===== config.mk =====
export PLATFORM = sky130hd
export DESIGN_NAME = multiphase_clock_gen_flat
export DESIGN_NICKNAME = d
export VERILOG_FILES = /design/src/rtl/multiphase_clock_gen_if.sv /design/src/rtl/multiphase_clock_gen.sv /design/src/flat_wrapper.sv
export SDC_FILE = /design/constraint.sdc
export NUM_CORES = 1
export LEC_CHECK = 0
export CAP_MARGIN = 20
export CORE_ASPECT_RATIO = 1.4
export CORE_MARGIN = 2
export CORE_UTILIZATION = 45
export CTS_CLUSTER_DIAMETER = 60
export DETAILED_ROUTE_END_ITERATION = 8
export GPL_TIMING_DRIVEN = 0
export PLACE_DENSITY = 0.71
export SLEW_MARGIN = 0
export SYNTH_ARGS = -nofsm -noshare
export SYNTH_HDL_FRONTEND = slang
export SYNTH_SLANG_ARGS = --single-unit

===== constraint.sdc =====
create_clock -name clk -period 2.61 [get_ports clk]
set_clock_uncertainty 0.2 [all_clocks]
set_input_delay 0.522 -clock clk [delete_from_list [all_inputs] [get_ports clk]]
set_output_delay 0.522 -clock clk [all_outputs]
set_load 0.05 [all_outputs]

===== src/rtl/multiphase_clock_gen_if.sv =====
// Control and phase-output bundle for the multiphase clock generator.
// The master side drives en/step; the slave side (generator) returns outputs.
interface multiphase_clock_gen_if #(
  parameter int NSTAGE = 2,
  parameter int STEP_W = 8
);
  logic              en;
  logic [STEP_W-1:0] step;
  logic [NSTAGE-1:0] phase;
  logic              sync;
  logic              running;

  modport master (
    output en,
    output step,
    input  phase,
    input  sync,
    input  running
  );

  modport slave (
    input  en,
    input  step,
    output phase,
    output sync,
    output running
  );
endinterface


===== src/rtl/multiphase_clock_gen.sv =====
// Johnson-counter multiphase clock generator with prescaler.
// Step and stop requests only take effect at period wrap.
module multiphase_clock_gen #(
  parameter int NSTAGE = 2,
  parameter int STEP_W = 8
) (
  input  logic                   clk,
  input  logic                   rst,
  multiphase_clock_gen_if.slave  bus
);

  typedef enum logic {
    IDLE,
    RUN
  } state_t;

  localparam logic [NSTAGE-1:0] J_LAST =
    {1'b1, {(NSTAGE-1){1'b0}}};

  state_t            state_q, state_d;
  logic [NSTAGE-1:0] j_q, j_d;
  logic [STEP_W-1:0] pc_q, pc_d;
  logic [STEP_W-1:0] sreg_q, sreg_d;
  logic              sync_q, sync_d;
  logic              run_q, run_d;

  logic [STEP_W-1:0] step_eff;
  logic [NSTAGE-1:0] j_adv;
  logic              adv;

  // A zero step would never advance; treat it as one.
  assign step_eff = (bus.step == '0) ? STEP_W'(1) : bus.step;
  assign j_adv    = {j_q[NSTAGE-2:0], ~j_q[NSTAGE-1]};
  assign adv      = (pc_q == sreg_q - STEP_W'(1));

  always_comb begin
    state_d = state_q;
    j_d     = j_q;
    pc_d    = pc_q;
    sreg_d  = sreg_q;
    run_d   = run_q;
    sync_d  = 1'b0;
    unique case (state_q)
      IDLE: begin
        if (bus.en) begin
          state_d = RUN;
          run_d   = 1'b1;
          j_d     = '0;
          pc_d    = '0;
          sreg_d  = step_eff;
          sync_d  = 1'b1;
        end
      end
      RUN: begin
        if (!adv) begin
          pc_d = pc_q + STEP_W'(1);
        end else begin
          pc_d = '0;
          j_d  = j_adv;
          if (j_q == J_LAST) begin
            if (bus.en) begin
              sreg_d = step_eff;
              sync_d = 1'b1;
            end else begin
              state_d = IDLE;
              run_d   = 1'b0;
              j_d     = '0;
            end
          end
        end
      end
      default: begin
        state_d = IDLE;
        run_d   = 1'b0;
        j_d     = '0;
        pc_d    = '0;
      end
    endcase
  end

  always_ff @(posedge clk) begin
    if (rst) begin
      state_q <= IDLE;
      j_q     <= '0;
      pc_q    <= '0;
      sreg_q  <= STEP_W'(1);
      sync_q  <= 1'b0;
      run_q   <= 1'b0;
    end else begin
      state_q <= state_d;
      j_q     <= j_d;
      pc_q    <= pc_d;
      sreg_q  <= sreg_d;
      sync_q  <= sync_d;
      run_q   <= run_d;
    end
  end

  assign bus.phase   = j_q;
  assign bus.sync    = sync_q;
  assign bus.running = run_q;

endmodule


===== src/flat_wrapper.sv =====
// flat-port wrapper written by rule: the top's interface ports become plain ports
module multiphase_clock_gen_flat 
#(
  parameter int NSTAGE = 2,
  parameter int STEP_W = 8
)
  (clk, rst, bus_en, bus_step, bus_phase, bus_sync, bus_running);
  multiphase_clock_gen_if #(.NSTAGE(NSTAGE), .STEP_W(STEP_W)) bus_i ();
  input  logic clk;
  input  logic rst;
  input wire logic [$bits(bus_i.en)-1:0] bus_en;
  input wire logic [$bits(bus_i.step)-1:0] bus_step;
  output wire logic [$bits(bus_i.phase)-1:0] bus_phase;
  output wire logic [$bits(bus_i.sync)-1:0] bus_sync;
  output wire logic [$bits(bus_i.running)-1:0] bus_running;
  assign bus_i.en = bus_en;
  assign bus_i.step = bus_step;
  assign bus_phase = bus_i.phase;
  assign bus_sync = bus_i.sync;
  assign bus_running = bus_i.running;
  multiphase_clock_gen #(.NSTAGE(NSTAGE), .STEP_W(STEP_W)) u_core (.clk(clk), .rst(rst), .bus(bus_i));
endmodule

# == Yosys cells after proc, flatten, opt, wreduce, memory -nomap -nowiden ==
# Cells that the tools add are included.
# W data, S select, Z words.
# totals
wordCells,45
ff_bits,21
out_inout_bits,4
input_bits,11
# op_classes
reduce_logical,4
bitwise,2
n_eq_ne,6
n_mux,25
addsub,2
# ops
cell,count
$mux W8,6
$pmux W8 S2,2
$mux W1,9
$add A8 B1 Y8 const B,1
$eq A8 B8 Y1,1
$logic_not A8 Y1,1
$mux W2,4
$ne A2 B2 Y1 const B,4
$sub A8 B1 Y8 const B,1
$pmux W1 S2,3
$pmux W2 S2,1
$reduce_and A2 Y1,2
$reduce_and A4 Y1,1
$eq A2 B2 Y1 const B,1
$not A1 Y1,2

# == Depth between registers and ports, before layout ==
# depth
depth_word,6
ltp_mapped,11
ltp_nobuf,8

# == Least setup slack after synthesis ==
# No wires, ideal clock.
# synth_timing
path_kind,register to register
start,reg u_core.sreg_q[0]
end,reg u_core.sreg_q[0]
required_ns,2.338
stages_incl_launch_ff,12
period_less_slack_ns,2.316
slack_ns,0.294
n_path_buf,3
arrival_time_ns,2.044
setup_time_ns,0.072
cell_sequence,dfxtp_1 buf_6 inv_1 ha_1 clkbuf_1 o21bai_1 a211oi_1 o21bai_1 and2_1 o32ai_2 buf_6 mux2i_1
# synth_between
elab_chain_len,4
word_cells_on_any_way,8
cone_classes,add/sub (1); eq/ne (2); mux (4); reduce/logical (1)
# synth_rtl
item,line_no,text
start: declaration,multiphase_clock_gen.sv:23,"logic [STEP_W-1:0] sreg_q, sreg_d;"
start signal: assignment,multiphase_clock_gen.sv:93,sreg_q <= sreg_d;
$sub A8 B1 Y8 / $mux W8 (equally long branches),--,
$eq A8 B8 Y1 / $mux W8 (equally long branches),--,
$ne A2 B2 Y1 (no source line) / $mux W8 (equally long branches),--,
$reduce_and A2 Y1 (no source line) / $pmux W8 S2 (equally long branches),--,
# Parallel ways exist; a longest one is shown, timed or not. The select of a mux whose other input is x is not followed.
# A chain may end at the register's enable or synchronous reset.

# == Final worst setup path ==
# Ends and elaborated chain as after synthesis.

==> reports/metrics.csv <==
metric,value,unit
status,"finished, final reports clean",
root_buffer,clkbuf_8,
drt_iter0_markers,43,
drcViolationCount,0,
drt-total-wl,3410,um
fp.coreArea,0.00309,mm2
worst_pin_slew,0.556,ns
grt_pass1_wl,5740,um
startpoint_type,register,
start_util,0.464,
globalRouteMet1Util,0.218,
synthToLayoutAreaGrowth,17.4,%
cts_tree,done,
hp-start,u_core.bus.running,
use_met3,0.0295,
via_count,1335,
antenna_found_initial,0,
die_area,0.00366,mm2
drive_gt1_frac,0.0867,
yosysTopAreaCell,dfxtp_1,
hold-path-cell-count,2,
gp_congestion,0.803,
fill_cells,280,
fin_tns_setup,0,ns
grt_max_degree,12,
layout.nets,211,
slew_headroom,0.629,
reg2reg_to,u_core.sreg_q[0],
hold_path_end,u_core.bus.running,
arrival,2.38,ns
diodes,0,
cts_sinks,21,
synth_top_area_frac,0.293,
routedWlPerCell,14.5,um
avgSynthCellArea,8.02,um2
crit_type,register to register,
cp_num_buf_inv,3,
synth_ff_type,dfxtp_1,
busiest_layer,met2,
hp-class,register to register,
timing.rr.start,u_core.sreg_q[0],
cp_common_cell,o21bai_1,
ff2ff_setup_slack,0.22,ns
die_height,70.8,um
overflow,0,
synth-edff-count,0,
crit_fanout,8,
cts_inserted_buffers,3,
cts_hold_buf,0,
hpwl,2580,um
synth-seq-cells,21,
hold_violations,0,
synthDistinctLibCells,43,
num_rows,24,
cp_top_family,compound AO/OA/AOI/OAI gates,
ys_seq_area_frac,0.293,
crit_slowest_cell,dfxtp_1,
fmax,0.419,GHz
fin_crit_sh,0.915,
clock_path_buffers,2,
io_buffers,13,
cp-startpoint,u_core.sreg_q[0],
critPathMaxStageDelay,0.33,ns
timing.final.ws_setup,0.221,ns
synth_area,0.00144,mm2
first_global_vias,1356,
crit_required,2.60,ns
use_met2,0.386,
max-vdd-ir-drop,0.000210,V
ctsHtreeMaxLevel,1,
r2r_cells,10,
power_density,464,mW/mm2
path_cells,buf_6 -> inv_1 -> ha_2 -> o21bai_1 -> a211oi_1 -> o21bai_1 -> and2_1 -> o32ai_4 -> buf_4 -> mux2i_1,
vias_per_cell,5.68,
path_clk_slew,0.08,ns
yosys_warnings,0,
async_flop_share,0,
maxSlewViolCount,0,
layout_min_cycle_time,2.39,ns
post_cts_buffers,0,
clk_latency,0.26,ns
design.portCount,15,
finalSetupViolations,0,
cap_violations,0,
rsz0062_at_grt,false,
end_kind,register,
synth_cells,179,
syn_nets,193,
final_util,0.545,
die_w,51.7,um
ant_nets,0,
dp_slack,0.0497,ns
gr-usage-all-layers,0.202,
first_pass_iters,4,
p_leak,0.629,nW
synth_area_leaders,"dfxtp_1 (29%), nand2b_1 (7.0%), mux2i_1 (5.6%)",
-- cell usage after synthesis (2+ instances only) --
master and instances:
nor4b_1 3, nand4_1 2, nand2b_1 16, ha_1 3
xnor2_1 4, nor3_1 8, nor2b_1 3, nor4_1 4
and4b_1 2, mux2i_1 8, xor2_1 5, dfxtp_1 21
o22ai_1 6, o21bai_1 2, o21ai_1 8, nor2_1 7
a211oi_1 2, clkbuf_1 8, nand2_1 19, and2b_1 2
buf_6 3, buf_2 3, and3_1 3, nand3_1 9
inv_1 5, a21oi_1 6
-- metal layers --
metal / wire [um] / share of wire
met3: 144 / 0.042
met1: 1370 / 0.40
met2: 1850 / 0.54
met5: 0 / 0
met4: 45 / 0.013
-- flip-flops by register name, summed over array words and instances (netlist names) --
register / cells
u_core.bus.phase: 2
u_core.bus.running: 1
u_core.bus.sync: 1
u_core.pc_q: 8
u_core.sreg_q: 8
u_core.state_q: 1
-- metrics by stage --
| stage | area, um2 | cells | hold WS [ns] | power [mW] |
|---|---|---|---|---|
| CTS | 1660 | 235 | 0.287 | 0.775 |
| detailed placement | 1610 | 231 | 0.273 | 0.562 |
| global route | 1690 | 235 | 0.328 | 0.832 |
| finish | 1690 | 235 | 0.281 | 0.782 |
| global placement | 1610 | 231 | 0.265 | 0.556 |
| floorplan | 1440 | 179 | 0.260 | 0.503 |
-- how the worst max path moves through the flow --
| stage | to | slack, ns | depth (start not counted) |
|---|---|---|---|
| after global placement | u_core.pc_q[0] | 0.09 | 8 |
| after floorplan | u_core.sreg_q[0] | 0.29 | 11 |
| after CTS | u_core.sreg_q[0] | 0.07 | 11 |
| after detailed placement | u_core.pc_q[0] | 0.05 | 8 |
| after global routing | u_core.sreg_q[5] | 0.04 | 9 |
| final | u_core.sreg_q[0] | 0.22 | 10 |
-- tightest hold or removal path, delay by kind of cell (launching register included) --
family / cells / cell delay (ns)
flip-flops: 1 / 0.32
AO/OA/AOI/OAI: 2 / 0.12
-- placed cells by master, fill, tap and decap left out, drive strengths merged, types with 6 or more instances in the layout --
master and n:
o21ai 9, a21oi 6, nor3 8, nor2 7, clkdlybuf4s50 13, mux2i 8
nand2b 16, nand2 19, clkbuf 11, buf 7, o22ai 6, dfxtp 21
nand3 9
-- power breakdown --
group,switching [mW],internal [mW]
Combinational,0.124,0.0905
Clock,0.107,0.109
Sequential,0.0165,0.335
Total,0.248,0.534
-- cells by family after synthesis --
group	after synthesis	synth area share
simple gates	86	0.350
fa+ha+maj	3	0.0262
flops	21	0.293
compound gates	33	0.152
buf+inv	19	0.0680
xor+xnor	9	0.0549
mux	8	0.0558
-- area by class of cell --
class / count / area (um2) / share of cell area
multi-input combinational: 139 / 940 / 0.558
sequential: 21 / 420 / 0.249
tap: 39 / 48.8 / 0.0290
buffer: 13 / 75.1 / 0.0445
timing repair buffer: 14 / 138 / 0.0817
clock buffer: 4 / 45.0 / 0.0267
inverter: 5 / 18.8 / 0.0111
-- what timing repair did --
| item | in CTS | in global routing |
|---|---|---|
| setup endpoints to repair | 0 | 10 |
| endpoints found under the hold margin | 0 | 0 |
| resized for setup | 0 | 4 |
(Power assumes the default switching activity.)
